$ cat config.mk
export PLATFORM = sky130hd
export DESIGN_NAME = sync_fifo_ctrl
export DESIGN_NICKNAME = d
export VERILOG_FILES = /design/src/rtl/sync_fifo_pkg.sv /design/src/rtl/sync_fifo_ctrl_fifo_ptr.sv /design/src/rtl/sync_fifo_ctrl.sv
export SDC_FILE = /design/constraint.sdc
export NUM_CORES = 1
export LEC_CHECK = 0
export CAP_MARGIN = 40
export CORE_MARGIN = 2
export CORE_UTILIZATION = 35
export CTS_CLUSTER_SIZE = 40
export DETAILED_ROUTE_END_ITERATION = 8
export GPL_ROUTABILITY_DRIVEN = 0
export PLACE_DENSITY_LB_ADDON = 0.05
export SETUP_SLACK_MARGIN = 0.3
export SLEW_MARGIN = 20
export SYNTH_ARGS = -nofsm -noshare
export SYNTH_HDL_FRONTEND = slang
export SYNTH_SLANG_ARGS = --single-unit
$ cat constraint.sdc
create_clock -name clk -period 1.5 [get_ports clk]
set_input_delay 0.225 -clock clk [delete_from_list [all_inputs] [get_ports clk]]
set_output_delay 0.225 -clock clk [all_outputs]
set_load 0.005 [all_outputs]
$ cat src/rtl/sync_fifo_pkg.sv
// Shared types, defaults and helpers for the single-clock FIFO controller.
package sync_fifo_pkg;

   localparam int unsigned DEF_FIFO_DEPTH    = 8;
   localparam int unsigned DEF_PTR_WIDTH     = 3;
   localparam int unsigned DEF_AFULL_THRESH  = 6;
   localparam int unsigned DEF_AEMPTY_THRESH = 2;

   // Pointer at the default geometry: address bits plus one wrap bit.
   typedef logic [DEF_PTR_WIDTH:0] ptr_t;

   // Occupancy from two wrap-bit pointers, modulo twice the depth.
   function automatic logic [31:0] ptr_diff(input logic [31:0] wp,
                                            input logic [31:0] rp,
                                            input int unsigned depth);
      return (wp - rp) & ((depth << 1) - 32'd1);
   endfunction

endpackage

$ cat src/rtl/sync_fifo_ctrl_fifo_ptr.sv
// Free-running wrapping pointer with wrap bit in the MSB.
module fifo_ptr
   import sync_fifo_pkg::*;
#(
   parameter int unsigned PTR_WIDTH = DEF_PTR_WIDTH
) (
   input  logic               clk,
   input  logic               rst_n,
   input  logic               inc,
   output logic [PTR_WIDTH:0] ptr
);

   localparam int unsigned PW1 = PTR_WIDTH + 1;

   logic [PTR_WIDTH:0] ptr_q;
   logic [PTR_WIDTH:0] ptr_d;

   always_comb begin
      ptr_d = ptr_q;
      if (inc) ptr_d = ptr_q + PW1'(1);
   end

   always_ff @(posedge clk or negedge rst_n) begin
      if (!rst_n) ptr_q <= '0;
      else        ptr_q <= ptr_d;
   end

   assign ptr = ptr_q;

endmodule

$ cat src/rtl/sync_fifo_ctrl.sv
// Single-clock FIFO controller: pointers, memory write enable and status.
// Optional sticky overflow/underflow flags with `SYNC_FIFO_ERR_EN.
module sync_fifo_ctrl
   import sync_fifo_pkg::*;
#(
   parameter int unsigned FIFO_DEPTH    = DEF_FIFO_DEPTH,
   parameter int unsigned PTR_WIDTH     = DEF_PTR_WIDTH,
   parameter int unsigned AFULL_THRESH  = DEF_AFULL_THRESH,
   parameter int unsigned AEMPTY_THRESH = DEF_AEMPTY_THRESH
) (
   input  logic               clk,
   input  logic               rst_n,
   input  logic               wr_en,
   input  logic               rd_en,
   output logic               wclken,
   output logic [PTR_WIDTH:0] waddr,
   output logic [PTR_WIDTH:0] raddr,
   output logic               full,
   output logic               empty,
   output logic               almost_full,
   output logic               almost_empty,
`ifdef SYNC_FIFO_ERR_EN
   output logic               overflow,
   output logic               underflow,
   input  logic               err_clr,
`endif
   output logic [PTR_WIDTH:0] count
);

   localparam int unsigned PW1 = PTR_WIDTH + 1;

   logic [PTR_WIDTH:0] wptr;
   logic [PTR_WIDTH:0] rptr;
   logic               push;
   logic               pop;

   // Requests are gated per side by the registered status only.
   assign push = wr_en & ~full;
   assign pop  = rd_en & ~empty;

   fifo_ptr #(.PTR_WIDTH(PTR_WIDTH)) u_wptr (
      .clk   (clk),
      .rst_n (rst_n),
      .inc   (push),
      .ptr   (wptr)
   );

   fifo_ptr #(.PTR_WIDTH(PTR_WIDTH)) u_rptr (
      .clk   (clk),
      .rst_n (rst_n),
      .inc   (pop),
      .ptr   (rptr)
   );

   assign wclken = push;
   assign waddr  = wptr;
   assign raddr  = rptr;

   // Full when the laps differ but the addresses coincide.
   assign full  = (wptr[PTR_WIDTH] != rptr[PTR_WIDTH]) &&
                  (wptr[PTR_WIDTH-1:0] == rptr[PTR_WIDTH-1:0]);
   assign empty = (wptr == rptr);
   assign count = PW1'(ptr_diff(32'(wptr), 32'(rptr), FIFO_DEPTH));

   assign almost_full  = (32'(count) >= AFULL_THRESH);
   assign almost_empty = (32'(count) <= AEMPTY_THRESH);

`ifdef SYNC_FIFO_ERR_EN
   logic overflow_q;
   logic overflow_d;
   logic underflow_q;
   logic underflow_d;

   // Sticky flags; a new error in the clearing cycle wins over the clear.
   always_comb begin
      overflow_d  = overflow_q;
      underflow_d = underflow_q;
      if (err_clr) begin
         overflow_d  = 1'b0;
         underflow_d = 1'b0;
      end
      if (wr_en && full)  overflow_d  = 1'b1;
      if (rd_en && empty) underflow_d = 1'b1;
   end

   always_ff @(posedge clk or negedge rst_n) begin
      if (!rst_n) begin
         overflow_q  <= 1'b0;
         underflow_q <= 1'b0;
      end else begin
         overflow_q  <= overflow_d;
         underflow_q <= underflow_d;
      end
   end

   assign overflow  = overflow_q;
   assign underflow = underflow_q;
`endif

endmodule

==> results by stage <==
Critical path:
- At the worst endpoint, the arrival time is around 1.8 ns.
- The slowest library cell on the worst path is sky130_fd_sc_hd__dfrtp_1.
- The worst-case register-to-register setup slack is -0.27 ns.
- Walking the worst path, the cells encountered are ha_4, fa_2, xnor2_2, buf_4, a221oi_2, buf_2.
- The element type at the critical path end is a primary output.
- Along the worst path, the maximum fanout reaches 3.
- STA classifies the critical path startpoint as a flop.
- The required time at the endpoint of the critical path is 1.27 ns.
- The start point of the critical path is u_rptr.ptr[0].
- In this design, the stage delay of the slowest critical-path cell is 0.41 ns.
- The family of cells with the greatest summed delay on the critical path is adder cells.
- The critical path in this run is classified as flop to primary output.
- The number of buffers and inverters on the critical path is 2.
- The launch instance of the worst register-to-register path is u_rptr.ptr[1].

Floorplan:
- The die is 43.9 um tall.
- The starting utilization of the core area is 37.0%.
- The floorplan step set the die width to 43.9 um.
- The number of standard-cell rows in the floorplan is 14.
- The core region is 1510 um^2.
- 21 I/O pins were placed.
- The die covers 1930 um^2.

STA:
- The final number of hold-violating endpoints is 0.
- After routing, the total negative slack on setup checks comes to -3.32 ns.
- Setup violations remaining at the end of the flow were counted as 15.
- Once routing completed, OpenROAD measured the worst setup slack at -0.521 ns.
- The routed design could run at a clock period as short as approximately 2 ns.
- The slew of the pin with the lowest slew margin is 0.394 ns.
- Setup repair after global routing could not meet its margin everywhere.
- The worst path uses 135% of the clock period.
- The final max-slew violation count is 0.
- The max-slew headroom at the worst pin is 73.6%.
- Static timing analysis puts the maximum clock frequency at approximately 500 MHz.
- The setup skew after layout is 0.0156 ns.

Global routing:
- The largest net degree at the start of global routing is 9.
- For this run the aggregate overflow at the end of global routing stands at 0.
- The number of antenna violations at the first check in global routing is 0.
- For this run, the total global-route usage over all layers was measured as a little over a fifth.
- The number of global-route vias before repair is 653.
- The first global-routing pass estimated 2980 um of wire.

Finish:
- Relative to the synthesized area, the layout overhead comes to 135%.
- The finished cells cover 1310 um^2.
- 0 antenna diodes ended up in the layout.
- The post-route netlist has between 70% and 80% of its cells at a drive strength greater than 1.
- The final layout contains 123 nets.

Yosys:
- Yosys attributes the largest share of cell area to sky130_fd_sc_hd__dfrtp_1 36%, sky130_fd_sc_hd__ha_1 11%, sky130_fd_sc_hd__xnor2_1 9.4%.
- The share of the synthesized netlist area taken by xor and xnor gates is 15.5%.
- The number of different library cells used by synthesis comes to 22.
- Counting flops and latches in the post-synthesis netlist gives 8.
- Summing the areas of all compound-gate instances in the mapped netlist gives 14.4% of the synthesized area.
- Of all cell types, the one taking the most synthesized area is sky130_fd_sc_hd__dfrtp_1.
- Counting every net in the synthesized netlist gives 61.
- The simple-gate portion of the synthesized area is under 10%.
- After synthesis, the largest family of logic cells by area is XOR/XNOR gates.
- The portion of the post-synthesis area used by sequential elements is 36.0%.
- The synthesis warning total is 0.
- The area fraction of the dominant cell type after synthesis is 36.0%.
- In this run the cell area of the synthesized design comes to roughly 560 um^2.
- The gate count after technology mapping is 51.
- Multiplexer cells account for 4.72% of the synthesized area.
- The synthesized area per cell is 10.9 um^2.
- The synthesized netlist devotes 14.8% of its cell area to adder and majority cells.

Drt:
- In the final routed layout, each cell accounts on average for 14.1 um.
- The first detailed-routing pass took 2 iterations.
- Detailed routing inserted a total of 613 vias.
- After detailed routing, the number of remaining DRC violations is 0.
- The final wirelength is 1800 um.
- The number of nets still failing antenna checks after routing is 0.
- In the routed layout, each cell is associated on average with a via count of around 4.8.
- After the first detailed-routing iteration, the DRC count stood at 2.

Clock network:
- After clock tree synthesis, the clock-pin slew on the worst setup and hold paths is roughly 0.07 ns.
- The latest clock arrival within the worst-skew pair is 0.26 ns.
- The number of H-tree levels is 1.
- The number of buffers inserted by hold repair at cts is 0.
- The total number of clock tree sinks is 8.
- No sink is reached through more buffers than the 2 on the longest clock path.
- The TritonCTS buffer count is 3.
- TritonCTS built the clock tree.
- CTS placed an instance of sky130_fd_sc_hd__clkbuf_4 at the clock tree root.

Placement:
- Detailed placement ended at an HPWL of 1100 um.
- The port buffer count is 20.
- The placed instances occupy a cell area of 1000 um^2.
- The post-place setup slack is -0.590 ns.

Min path:
- The worst hold path class is input pin to async pin.

Outcome:
- The run finished, with violations left.
- The final reports fail on setup timing.

Job:
- The number of max-cap violations is 0.
==> logic make-up after synthesis <==
group / after synthesis
adders and majority gates: 6
DFF: 8
and+or+nand+nor: 9
muxes: 2
AOI/OAI and AO/OA: 10
xor gates and xnor gates: 9
buffers and inverters: 7
==> stage by stage <==
step,utilization (%),hold slack (ns),std cells
final,86.7,0.253,128
after global routing,86.7,0.272,128
after CTS,82.6,0.257,125
after detailed placement,66.4,0.543,103
after global placement,66.4,0.536,103
after floorplan,-,-0.0706,51
==> flip-flops by register name, indices dropped and copies added, names as in the netlist <==
| name | flops |
|---|---|
| u_wptr.ptr | 4 |
| u_rptr.ptr | 4 |
==> cell usage after synthesis, drive strengths merged <==
cell type and number:
nand3 2, o21ai 2, nand3b 1, a21oi 3, and3 1, dfrtp 8, mux2 2, ha 5
xor2 3, a21o 1, fa 1, nand4 2, o211ai 2, a22o 1, and2 1, nor2 2
xnor2 6, inv 7, a221oi 1
==> per-layer routing <==
layer / part of all wire, % / GRT usage (%) / routed length [um] / up-vias
met4: 0 / 3.64 / 0 / 0
met3: 3.3 / 5.00 / 60 / 0
met1: 44 / 27.3 / 789 / 302
met2: 53 / 36.5 / 953 / 12
li1: - / - / - / 299
met5: 0 / 0 / 0 / -
==> cells in the final DEF, fill, tap and decap left out, drive strengths merged <==
cell type / n
buf: 53
dfrtp: 8
inv: 7
xnor2: 6
ha: 5
clkdlybuf4s50: 4
clkbuf: 4
a21oi: 3
xor2: 3
nor2: 2
o21ai: 2
mux2: 2
o211ai: 2
nand4: 2
nand3: 2
nand3b: 1
a21o: 1
and2: 1
a221oi: 1
a22o: 1
and3: 1
fa: 1
==> path summary, 6_finish.rpt <==
kind	endpoint	cells after the start
setup / recovery	almost_empty	6
hold / removal	u_rptr.ptr[3]	1
setup reg to reg	u_rptr.ptr[1]	8
hold reg to reg	u_rptr.ptr[0]	2
max in group asynchronous	u_wptr.ptr[1]	1
min in group clk	u_rptr.ptr[0]	2
==> timing repair <==
item / CTS / global route
endpoints found under the setup margin: 25 / 25
resized for setup: 101 / 8
pin swaps: 15 / 6
buffers inserted: 18 / 3
==> area by class of cell <==
| type | count | area (um^2) |
|---|---|---|
| Clock buffer | 4 | 26.3 |
| Fill cell | 81 | 200 |
| Inverter | 7 | 28.8 |
| Multi-Input combinational cell | 36 | 474 |
| Sequential cell | 8 | 203 |
| Tap cell | 16 | 20.0 |
| Timing Repair Buffer | 57 | 554 |
==> worst reg2reg max path, stage by stage, from the launching register on <==
cell and delay, ns:
sky130_fd_sc_hd__dfrtp_2 0.42, sky130_fd_sc_hd__inv_2 0.06, sky130_fd_sc_hd__ha_4 0.27, sky130_fd_sc_hd__buf_6 0.10
sky130_fd_sc_hd__nand3_4 0.10, sky130_fd_sc_hd__buf_6 0.14, sky130_fd_sc_hd__buf_6 0.11, sky130_fd_sc_hd__o21ai_4 0.15
sky130_fd_sc_hd__mux2_4 0.31
Power is left out: the tool's default activity adds up to more than one toggle a clock period on the data nets, which glitch-free logic cannot reach.
